File: src/rtl/waveform_pkg.sv
// Shared constants and FSM state encoding for the waveform packetizer.
// Optional checksum trailer is enabled with PACKETIZER_CHECKSUM_EN.
package waveform_pkg;

  localparam logic [7:0] SYNC0   = 8'hA5;
  localparam logic [7:0] SYNC1   = 8'h5A;
  localparam int         HDR_LEN = 6;

  typedef enum logic [2:0] {
    ST_IDLE,
    ST_HDR,
    ST_FETCH,
    ST_SMP_HI,
    ST_SMP_LO,
    ST_TAIL
  } pkt_state_e;

endpackage

File: src/rtl/waveform_packetizer_byte_mux.sv
// Selects the outgoing byte (header, sample half or checksum) from the
// packetizer state and header byte index. Purely combinational.
// PACKETIZER_CHECKSUM_EN adds the checksum input used in the TAIL state.
module waveform_packetizer_byte_mux
  import waveform_pkg::*;
#(
  parameter int N_SAMPLES = 500
) (
  input  pkt_state_e  state_i,
  input  logic [2:0]  hdr_idx_i,
  input  logic [15:0] wn_snap_i,
  input  logic [7:0]  smp_hi_i,
  input  logic [7:0]  smp_lo_i,
`ifdef PACKETIZER_CHECKSUM_EN
  input  logic [7:0]  csum_i,
`endif
  output logic [7:0]  byte_o
);

  localparam logic [15:0] CNT = 16'(N_SAMPLES);

  // Byte select; idle and wait states present zero
  always_comb begin
    byte_o = 8'h00;
    case (state_i)
      ST_HDR: begin
        case (hdr_idx_i)
          3'd0:    byte_o = SYNC0;
          3'd1:    byte_o = SYNC1;
          3'd2:    byte_o = wn_snap_i[15:8];
          3'd3:    byte_o = wn_snap_i[7:0];
          3'd4:    byte_o = CNT[15:8];
          3'd5:    byte_o = CNT[7:0];
          default: byte_o = 8'h00;
        endcase
      end
      ST_SMP_HI: byte_o = smp_hi_i;
      ST_SMP_LO: byte_o = smp_lo_i;
`ifdef PACKETIZER_CHECKSUM_EN
      ST_TAIL:   byte_o = csum_i;
`endif
      default:   byte_o = 8'h00;
    endcase
  end

endmodule

File: src/rtl/waveform_packetizer.sv
// Waveform packetizer: watches the capture stage's wave counter, reads the
// stored samples through a 1-cycle-latency port and streams a framed,
// big-endian byte packet over a valid/ready handshake.
// Optional checksum trailer byte is enabled with PACKETIZER_CHECKSUM_EN.
//
// state     | meaning
// ----------+-----------------------------------------------------------
// ST_IDLE   | waiting for wave_number to differ from the last one sent
// ST_HDR    | sending sync, wave number and sample count (6 bytes)
// ST_FETCH  | read address presented, waiting for read data
// ST_SMP_HI | sending upper sample byte (straight from the read port)
// ST_SMP_LO | sending lower sample byte (from the sample register)
// ST_TAIL   | end of packet; sends checksum when enabled
module waveform_packetizer
  import waveform_pkg::*;
#(
  parameter int N_SAMPLES = 500,
  parameter int SAMPLE_W  = 14,
  parameter int ADDR_W    = 9
) (
  input  logic                clk,
  input  logic                reset_n,
  input  logic [15:0]         wave_number,
  output logic [ADDR_W-1:0]   rd_addr,
  input  logic [SAMPLE_W-1:0] rd_data,
  output logic [7:0]          tx_data,
  output logic                tx_valid,
  input  logic                tx_ready,
  output logic                busy,
  output logic [7:0]          drop_cnt
);

  localparam logic [ADDR_W-1:0] LAST_ADDR = ADDR_W'(N_SAMPLES - 1);
  localparam logic [2:0]        LAST_HDR  = 3'(HDR_LEN - 1);

  pkt_state_e        state_q, state_d;
  logic [2:0]        hdr_idx_q, hdr_idx_d;
  logic [15:0]       wn_snap_q, wn_snap_d;
  logic [15:0]       last_sent_q, last_sent_d;
  logic [15:0]       wn_prev_q;
  logic [ADDR_W-1:0] rd_addr_q, rd_addr_d;
  logic [7:0]        sample_lo_q, sample_lo_d;
  logic              busy_q, busy_d;
  logic [7:0]        drop_q, drop_d;
  logic [15:0]       smp16;
  logic              xfer;
`ifdef PACKETIZER_CHECKSUM_EN
  logic [7:0]        csum_q, csum_d;
  logic [7:0]        csum_byte;
  assign csum_byte = 8'h00 - csum_q;
`endif

  assign smp16    = 16'(rd_data);
  assign xfer     = tx_valid & tx_ready;
  assign rd_addr  = rd_addr_q;
  assign busy     = busy_q;
  assign drop_cnt = drop_q;

  // Valid depends only on registered state, so data holds while stalled
  always_comb begin
    tx_valid = 1'b0;
    case (state_q)
      ST_HDR, ST_SMP_HI, ST_SMP_LO: tx_valid = 1'b1;
`ifdef PACKETIZER_CHECKSUM_EN
      ST_TAIL:                      tx_valid = 1'b1;
`endif
      default:                      tx_valid = 1'b0;
    endcase
  end

  waveform_packetizer_byte_mux #(
    .N_SAMPLES (N_SAMPLES)
  ) u_byte_mux (
    .state_i   (state_q),
    .hdr_idx_i (hdr_idx_q),
    .wn_snap_i (wn_snap_q),
    .smp_hi_i  (smp16[15:8]),
    .smp_lo_i  (sample_lo_q),
`ifdef PACKETIZER_CHECKSUM_EN
    .csum_i    (csum_byte),
`endif
    .byte_o    (tx_data)
  );

  // Next-state logic for the packet FSM and the drop counter
  always_comb begin
    state_d     = state_q;
    hdr_idx_d   = hdr_idx_q;
    wn_snap_d   = wn_snap_q;
    last_sent_d = last_sent_q;
    rd_addr_d   = rd_addr_q;
    sample_lo_d = sample_lo_q;
    busy_d      = busy_q;
    drop_d      = drop_q;
`ifdef PACKETIZER_CHECKSUM_EN
    csum_d      = csum_q;
`endif

    if (busy_q && (wave_number != wn_prev_q) && (drop_q != 8'hFF)) begin
      drop_d = drop_q + 8'd1;
    end

    case (state_q)
      ST_IDLE: begin
        if (wave_number != last_sent_q) begin
          wn_snap_d   = wave_number;
          last_sent_d = wave_number;
          busy_d      = 1'b1;
          hdr_idx_d   = 3'd0;
`ifdef PACKETIZER_CHECKSUM_EN
          csum_d      = 8'h00;
`endif
          state_d     = ST_HDR;
        end
      end
      ST_HDR: begin
        if (xfer) begin
`ifdef PACKETIZER_CHECKSUM_EN
          // Sync bytes are excluded from the checksum
          if (hdr_idx_q >= 3'd2) csum_d = csum_q + tx_data;
`endif
          if (hdr_idx_q == LAST_HDR) begin
            rd_addr_d = '0;
            state_d   = ST_FETCH;
          end else begin
            hdr_idx_d = hdr_idx_q + 3'd1;
          end
        end
      end
      ST_FETCH: begin
        state_d = ST_SMP_HI;
      end
      ST_SMP_HI: begin
        // Read data stays valid here since the address is held; keep the
        // low half for the next state
        sample_lo_d = smp16[7:0];
        if (xfer) begin
`ifdef PACKETIZER_CHECKSUM_EN
          csum_d = csum_q + tx_data;
`endif
          state_d = ST_SMP_LO;
        end
      end
      ST_SMP_LO: begin
        if (xfer) begin
`ifdef PACKETIZER_CHECKSUM_EN
          csum_d = csum_q + tx_data;
`endif
          if (rd_addr_q == LAST_ADDR) begin
            state_d = ST_TAIL;
          end else begin
            rd_addr_d = rd_addr_q + ADDR_W'(1);
            state_d   = ST_FETCH;
          end
        end
      end
      ST_TAIL: begin
`ifdef PACKETIZER_CHECKSUM_EN
        if (xfer) begin
          busy_d  = 1'b0;
          state_d = ST_IDLE;
        end
`else
        busy_d  = 1'b0;
        state_d = ST_IDLE;
`endif
      end
      default: begin
        busy_d  = 1'b0;
        state_d = ST_IDLE;
      end
    endcase
  end

  // State and datapath registers with synchronous active-low reset
  always_ff @(posedge clk) begin
    if (!reset_n) begin
      state_q     <= ST_IDLE;
      hdr_idx_q   <= 3'd0;
      wn_snap_q   <= 16'h0000;
      last_sent_q <= 16'h0000;
      wn_prev_q   <= 16'h0000;
      rd_addr_q   <= '0;
      sample_lo_q <= 8'h00;
      busy_q      <= 1'b0;
      drop_q      <= 8'h00;
`ifdef PACKETIZER_CHECKSUM_EN
      csum_q      <= 8'h00;
`endif
    end else begin
      state_q     <= state_d;
      hdr_idx_q   <= hdr_idx_d;
      wn_snap_q   <= wn_snap_d;
      last_sent_q <= last_sent_d;
      wn_prev_q   <= wave_number;
      rd_addr_q   <= rd_addr_d;
      sample_lo_q <= sample_lo_d;
      busy_q      <= busy_d;
      drop_q      <= drop_d;
`ifdef PACKETIZER_CHECKSUM_EN
      csum_q      <= csum_d;
`endif
    end
  end

endmodule

File: config.mk
export PLATFORM = sky130hd
export DESIGN_NAME = waveform_packetizer
export DESIGN_NICKNAME = d
export VERILOG_FILES = /design/src/rtl/waveform_pkg.sv /design/src/rtl/waveform_packetizer_byte_mux.sv /design/src/rtl/waveform_packetizer.sv
export SDC_FILE = /design/constraint.sdc
export NUM_CORES = 1
export LEC_CHECK = 0
export CAP_MARGIN = 30
export CORE_MARGIN = 1.5
export CORE_UTILIZATION = 50
export CTS_CLUSTER_DIAMETER = 80
export DETAILED_ROUTE_END_ITERATION = 16
export PLACE_DENSITY = 0.75
export SLEW_MARGIN = 20
export SYNTH_ARGS = -nofsm -noshare
export SYNTH_HDL_FRONTEND = slang
export SYNTH_SLANG_ARGS = --single-unit
export TNS_END_PERCENT = 5
File: constraint.sdc
create_clock -name clk -period 2.3 [get_ports clk]
set_clock_uncertainty 0.15 [all_clocks]
set_input_delay 0.46 -clock clk [delete_from_list [all_inputs] [get_ports clk]]
set_output_delay 0.46 -clock clk [all_outputs]
set_load 0.1 [all_outputs]
==> flow_summary.json <==
{
  "run_status": "complete, but fails checks",
  "violations": "setup timing",
  "syn2layout_area_growth_pct": 38.8,
  "routedWlPerCell_um": 15.4,
  "root_buffer": "clkbuf_8",
  "cellLeakagePower_nw": 1.79,
  "layout_commonest_cell": "nand2_1",
  "row_count": 29,
  "hpwl_um": 5980,
  "slowest_delay_ns": 0.39,
  "placedCellCount": 519,
  "cts_max_path_buffers": 2,
  "drive_above_1_share": 0.241,
  "finalCritPeriodShare": 1.07,
  "ys_ff_latch": 64,
  "yosysTopAreaCellShare": 0.397,
  "layout.nets": 499,
  "crit_path_end_kind": "output pin",
  "hold_path.class": "register to register",
  "synthFlopType": "dfxtp_1",
  "grt_pass1_wl_um": 13500,
  "clk_latency_ns": 0.34,
  "avgSynthCellArea_um2": 8.47,
  "hold_viol_final": 0,
  "path_cells": "inv_4 -> ha_4 -> nor2b_4 -> a22oi_2 -> a21oi_2 -> a221o_2 -> buf_12",
  "io_pins": 60,
  "setup_viol": 8,
  "ir_drop_uv": 596,
  "cts_max_level": 3,
  "fill_cells": 478,
  "syn_inst": 381,
  "synth_warnings": 0,
  "synth.top_cells.by_area": "dfxtp_1 (40%), xnor2_1 (8.7%), nand2_1 (8.5%)",
  "power_density_nw_per_um2": 664,
  "crit_path_start": "hdr_idx_q[0]",
  "relSlewSlack": 0.749,
  "fin_ws_ns": -0.156,
  "drv_slew": 0,
  "synth.cell_area_um2": 3230,
  "synth-edff-count": 0,
  "ys_seq_area_frac": 0.397,
  "start_kind": "register",
  "drc": 0,
  "yosysTopAreaCell": "dfxtp_1",
  "cp_top_family": "compound AO/OA/AOI/OAI gates",
  "clock_sinks": 64,
  "netlist-cell-type-count": 51,
  "grt_remaining_overflow": 0,
  "diodes": 0,
  "crit_slowest_cell": "dfxtp_4",
  "syn_nets": 421,
  "drv_cap": 0,
  "antenna_found_initial": 0,
  "drt_pass1_iterations": 5,
  "die_h_um": 83.4,
  "viasPerCell": 5.59,
  "cts_made_buffers": 9,
  "synth-async-reset-ratio": 0,
  "crit_arrival_ns": 1.85,
  "worstPathMaxFanout": 4,
  "crit_buf_inv": 2,
  "die_x_um": 83.4,
  "ant_nets": 0,
  "layout_common_cells": "nand2_1 (73), dfxtp_1 (61), buf_4 (46)",
  "die_area_um2": 6950,
  "rsz0062_at_grt": "true",
  "grt_max_degree": 29,
  "grt.total_usage": 0.242,
  "port_buffers": 59,
  "period_minus_slack_ns": 2.46,
  "post-route-util": 0.714,
  "wl_um": 8340,
  "max_freq_mhz": 407,
  "hp-start": "sample_lo_q[3]",
  "drt_iter0_drc": 180,
  "r2r-start": "hdr_idx_q[0]",
  "start_util": 0.514,
  "cts_tree": "built",
  "clk_pin_slew_worst_paths_ns": 0.08,
  "tightestPinTransition_ns": 0.377,
  "core_area_um2": 6280,
  "critical_path_class": "register to output pin",
  "grt_pass1_vias": 2922,
  "required_ns": 1.69,
  "via_count": 3022,
  "instances_no_fill": 541,
  "routabilityCongestion": 0.901
}
==> cell usage after synthesis, types with 4 or more instances <==
library cell and number:
nand2_1 73, dfxtp_1 64, xnor2_1 32, a21oi_1 30, inv_1 23, mux2i_1 22
nand4_1 13, o21ai_0 11, clkbuf_1 10, a22oi_1 8, nor2_1 8, ha_1 7
buf_2 5, nand3_1 5, or4_1 5, and3_1 4, nand2b_1 4, or3_1 4
==> per-layer routing <==
metal / GRT usage / up-vias / wire (um)
li1: - / 1490 / -
met1: 0.294 / 1421 / 3500
met2: 0.417 / 95 / 4210
met3: 0.0596 / 16 / 436
met4: 0.0848 / 0 / 196
met5: 0 / - / 0
==> sequential cells by signal, summed over array words and instances, names as in the netlist <==
| signal | cells |
|---|---|
| last_sent_q | 16 |
| hdr_idx_q | 3 |
| busy | 1 |
| drop_cnt | 8 |
| sample_lo_q | 8 |
| state_q | 3 |
| rd_addr | 9 |
| wn_prev_q | 16 |
==> metrics by stage <==
| step | area [um^2] | worst slack (ns) | hold slack (ns) | total power [mW] | TNS (ns) |
|---|---|---|---|---|---|
| 6_report | 4480 | -0.156 | 0.310 | 2.98 | -0.900 |
| 5_1_grt | 4480 | -0.211 | 0.333 | 3.09 | -1.48 |
| 3_3_place_gp | 4050 | -0.154 | 0.294 | 1.91 | -2.30 |
| 3_5_place_dp | 4050 | -0.237 | 0.300 | 1.92 | -4.29 |
| 2_1_floorplan | 3250 | -0.169 | 0.286 | 1.67 | -1.71 |
| 4_1_cts | 4410 | -0.138 | 0.310 | 2.97 | -0.770 |
==> what timing repair did <==
action / CTS / global route
resized for setup: 26 / 11
setup buffers: 3 / 3
pin swaps: 6 / 5
hold buffers: 0 / 0
hold endpoints to repair: 0 / 0
setup endpoints to repair: 8 / 20
==> layout make-up <==
| type | count | area [um^2] | share of cell area |
|---|---|---|---|
| inverter | 23 | 88.8 | 0.0198 |
| clock buffer | 12 | 165 | 0.0369 |
| tap | 77 | 96.3 | 0.0215 |
| timing repair buffer | 88 | 857 | 0.191 |
| clock inverter | 4 | 51.3 | 0.0114 |
| multi-input combinational | 273 | 1930 | 0.431 |
| sequential | 64 | 1290 | 0.288 |
==> worst reg2reg max path, cell delays in order, from the launching register on <==
cell and delay, ns:
dfxtp_4 0.39, buf_4 0.13, ha_4 0.14, buf_4 0.17, and3_1 0.20, o21ai_2 0.14
or4_1 0.49, a21oi_1 0.14
==> power by group <==
group,switching (mW),total [mW],leakage [nW],internal (mW)
Combinational,0.419,0.728,1.16,0.309
Sequential,0.0559,1.22,0.527,1.16
Clock,0.441,1.03,0.109,0.590
==> path summary, 6_finish.rpt <==
path	endpoint	slack, ns	depth (start not counted)
max reg2reg	rd_addr[8]	0.28	7
min	sample_lo_q[3]	0.31	2
max	tx_data[2]	-0.16	7
min reg2reg	sample_lo_q[3]	0.31	2
==> logic make-up after synthesis <==
logic type	Yosys count	share of synthesized area
buffers and inverters	44	0.0589
xor gates and xnor gates	32	0.0868
AOI/OAI and AO/OA	73	0.145
muxes	22	0.0682
and+or+nand+nor	139	0.217
adders and majority gates	7	0.0271
DFF	64	0.397
No activity file was read; power rests on OpenSTA's default activity.
